**config.mk**
```make
export PLATFORM = sky130hd
export DESIGN_NAME = inj_fifo_nic
export DESIGN_NICKNAME = d
export VERILOG_FILES = /design/src/rtl/inj_fifo_nic.sv
export SDC_FILE = /design/constraint.sdc
export NUM_CORES = 1
export LEC_CHECK = 0
export CORE_ASPECT_RATIO = 0.9
export CORE_UTILIZATION = 50
export DETAILED_ROUTE_END_ITERATION = 12
export HOLD_SLACK_MARGIN = 0.02
export PLACE_DENSITY = 0.74
export SYNTH_ARGS = -nofsm -noshare
export SYNTH_HDL_FRONTEND = slang
export SYNTH_SLANG_ARGS = --single-unit
```
**constraint.sdc**
```tcl
create_clock -name clk -period 3 [get_ports clk]
set_input_delay 0.6 -clock clk [delete_from_list [all_inputs] [get_ports clk]]
set_output_delay 0.6 -clock clk [all_outputs]
set_load 0.1 [all_outputs]
```
**src/rtl/inj_fifo_nic.sv**
```systemverilog
// Injection NIC: drops self-addressed words, queues the rest in a FWFT FIFO; head visible 1 cycle after push, source is never stalled (overflow drops + sticky ovf).
// Router side is valid/ready; optional INJ_STATS_EN adds saturating accept/drop/self counters.
module inj_fifo_nic #(
  parameter int unsigned DATA_W  = 20,
  parameter int unsigned DEPTH   = 8,
  parameter int unsigned ADDR_W  = 3,
  parameter int unsigned SELF_ID = 0
) (
  input  logic              clk,
  input  logic              rst,
  input  logic [DATA_W-1:0] in_data,
  input  logic              in_valid,
  output logic [DATA_W-1:0] out_data,
  output logic [3:0]        out_dest,
  output logic              out_valid,
  input  logic              out_ready,
  output logic              full,
  output logic              empty,
  output logic [ADDR_W:0]   count,
  output logic              ovf
`ifdef INJ_STATS_EN
  ,
  output logic [15:0]       acc_cnt,
  output logic [15:0]       drop_cnt,
  output logic [15:0]       self_cnt
`endif
);

  localparam logic [ADDR_W:0] PTR_ONE = {{ADDR_W{1'b0}}, 1'b1};
  localparam logic [3:0]      SELF    = SELF_ID[3:0];

  logic [DATA_W-1:0] mem [DEPTH];
  logic [ADDR_W:0]   wr_ptr;
  logic [ADDR_W:0]   rd_ptr;
  logic              self_hit;
  logic              push;
  logic              pop;
  logic              drop;

  // Pointers carry one extra wrap bit: equal low bits with differing MSB means full.
  assign empty = (wr_ptr == rd_ptr);
  assign full  = (wr_ptr[ADDR_W] != rd_ptr[ADDR_W]) &&
                 (wr_ptr[ADDR_W-1:0] == rd_ptr[ADDR_W-1:0]);
  assign count = wr_ptr - rd_ptr;

  assign out_valid = !empty;
  assign out_data  = empty ? '0 : mem[rd_ptr[ADDR_W-1:0]];
  assign out_dest  = out_data[3:0];

  assign self_hit = in_valid && (in_data[3:0] == SELF);
  assign pop      = out_valid && out_ready;
  // A full FIFO still accepts when the head leaves on the same edge.
  assign push     = in_valid && !self_hit && (!full || pop);
  assign drop     = in_valid && !self_hit && full && !pop;

  always_ff @(posedge clk or negedge rst) begin
    if (!rst) begin
      wr_ptr <= '0;
      rd_ptr <= '0;
      ovf    <= 1'b0;
    end else begin
      if (push) wr_ptr <= wr_ptr + PTR_ONE;
      if (pop)  rd_ptr <= rd_ptr + PTR_ONE;
      if (drop) ovf    <= 1'b1;
    end
  end

  always_ff @(posedge clk) begin
    if (push) mem[wr_ptr[ADDR_W-1:0]] <= in_data;
  end

`ifdef INJ_STATS_EN
  always_ff @(posedge clk or negedge rst) begin
    if (!rst) begin
      acc_cnt  <= '0;
      drop_cnt <= '0;
      self_cnt <= '0;
    end else begin
      if (push     && acc_cnt  != 16'hFFFF) acc_cnt  <= acc_cnt  + 16'd1;
      if (drop     && drop_cnt != 16'hFFFF) drop_cnt <= drop_cnt + 16'd1;
      if (self_hit && self_cnt != 16'hFFFF) self_cnt <= self_cnt + 16'd1;
    end
  end
`endif

endmodule

```
==> out/results.ini <==
[clocking]
clkTransAtPathRegs_ps=60
cts_root_buffer=clkbuf_16
clock_path_buffers=2
worstSkewPairLatency_ps=420
numClockSinks=169
holdBufCountCts=0
htreeDepth=4
cts_buffers=17
cts_tree=built

[synth]
synth_warnings=0
synthTopCellsByArea=edfxtp_1, mux2i_1, dfrtp_1, a221oi_1, a22oi_1
synth.avg_cell_area_um2=17.56
yosys.cell_types.count=35
synth_ff_type=edfxtp_1
ys_seq_area_share_pct=73.65
synth_seq_cells=169
synth_fp_nets=419
async_reset_ff_share_pct=5.325
synth_area_um2=6829
yosys.area.top_type=edfxtp_1
netlist.area_leader.share_pct=70.36
synth_cells=389
synth_edf_count=160

[finish]
n_fill_cell=842
n_antenna_cell=0
utilization_pct=67.95
stdcell_area_um2=9046
nNetsFinal=497
instances_no_fill=648
mostFrequentLayoutCells=edfxtp_1, mux2i_1, buf_12
multi_input_area_um2=2034
drive_gt1_share_pct=27.50
final_common_cell=edfxtp_1
seqCellArea_um2=5034
area_delta_synth_final_pct=32.47

[worst_setup_path]
path_depth=7
r2r_cells=8
crit_buf_inv=3
cpLargestDelayFamily=buffers and inverters
worst-path-max-fanout=20
r2r_slack_ps=630
worstSetupStartpointType=register
crit_chain=buf_4 > and2_1 > buf_4 > a22oi_1 > nand2_1 > a221oi_4 > buf_12
r2r_start=rd_ptr[1]
worstReg2RegEnd=mem[0][18]
worstPathRequired_ps=2400
endpoint=out_dest[2]
arrival_ps=2300
cp_slowest_cell=dfrtp_1
cpMostUsedCell=buf_4
worstSetupPathType=reg2out
crit_start=rd_ptr[2]
endpoint_kind=output port
slowest_delay_ps=410

[timing]
max_slew.worst_pin.slew_ps=611.5
period_share_pct=96.62
final_max_slew_viol_count=0
setup_viol=0
setup_ws_ps=101.5
hold_violations=0
slew_headroom_pct=59.05
period_minus_slack_ps=2898
rsz0062_at_grt=no
clock_skew_ps=6.561
max_freq_ghz=0.3450

[routing]
vias=3640
first_pass_iters=6
drt-initial-drc-count=295
routedWlPerCell_um=20.92
antenna_left=0
viasPerCell=5.617
wirelength_mm=13.56
drc=0

[global_route]
gr-usage-all-layers_pct=20.89
grt_pass1_wl_mm=21.57
antenna_found_initial=0
grt-ovfl-total=0
grt_pass1_vias=3933
grt_max_degree=42

[placed_design]
placed_area_um2=8426
dpl.cell_count=614
hpwl_mm=8.250
dp_worst_setup_slack_ps=265.3
port-buffer-count=55
place_congestion=0.7647

[die]
die_h_um=112.9
die_area_um2=14130
fp.dieW_um=125.2
row_count=40
coreArea_um2=13310
ios=56
start_util_pct=51.30

[min_path]
holdCritPathClass=reg2reg

[status]
status=complete, no violations

[run]
drv_cap=0

timing repair:
action | in CTS | in global routing
setup buffers | 1 | 0
gates cloned | 1 | 0
endpoints found under the setup margin | 24 | 20
pin swaps | 1 | 1
gates resized for setup | 2 | 4
flip-flops by register name, summed over array words and instances (netlist names):
name / cells
rd_ptr: 4
mem: 160
ovf: 1
wr_ptr: 4
layer usage:
layer / vias to the layer above / part of all wire, % / GRT usage [%]
met2: 76 / 52 / 35.98
li1: 1694 / - / -
met3: 9 / 3.9 / 4.634
met1: 1861 / 43 / 26.11
met4: 0 / 0.67 / 7.805
met5: - / 0 / 0
Yosys cell counts (2+ instances only):
library cell	number
buf_2	2
inv_1	9
edfxtp_1	160
dfrtp_1	9
xnor2_1	5
a221oi_1	19
nor3_1	3
buf_6	6
nor2_1	9
clkbuf_1	8
a22oi_1	20
ha_1	5
nand3_1	2
xor2_1	2
mux2i_1	80
a21o_1	2
nand2_1	24
buf_4	7
cells by family (layout without fill, tap and decap cells):
logic type | count (synthesis) | count (layout) | synth area share, %
xor+xnor | 8 | 8 | 1.136
flops | 169 | 169 | 73.65
mux | 82 | 82 | 12.06
buf+inv | 32 | 122 | 2.840
compound gates | 46 | 46 | 5.863
fa+ha+maj | 6 | 6 | 1.209
simple gates | 46 | 47 | 3.243
worst min path at each step:
stage                to  startpoint  slack (ps)  cells after the start
finish              ovf         ovf         460                      1
global route        ovf         ovf         500                      1
CTS                 ovf         ovf         470                      1
detailed placement  ovf         ovf         450                      1
global placement    ovf         ovf         450                      1
floorplan           ovf         rst         300                      0
stage by stage:
stage | TNS (ps) | hold WS, ps
after detailed placement | 0 | 448.6
after global placement | 0 | 446.0
after CTS | 0 | 468.8
after global routing | 0 | 501.3
final | 0 | 464.0
after floorplan | -1049 | 304.4
layout make-up:
| type | instances | share of cell area [%] |
|---|---|---|
| well taps | 168 | 2.324 |
| flip-flops and latches | 169 | 55.64 |
| inverters | 9 | 0.3734 |
| clock buffers | 23 | 5.173 |
| multi-input cells | 189 | 22.49 |
| clock inverters | 9 | 1.107 |
| repair buffers | 81 | 12.89 |
Power is not shown: default switching activity piles up to over one toggle a cycle in this logic, so the estimate is an artifact.
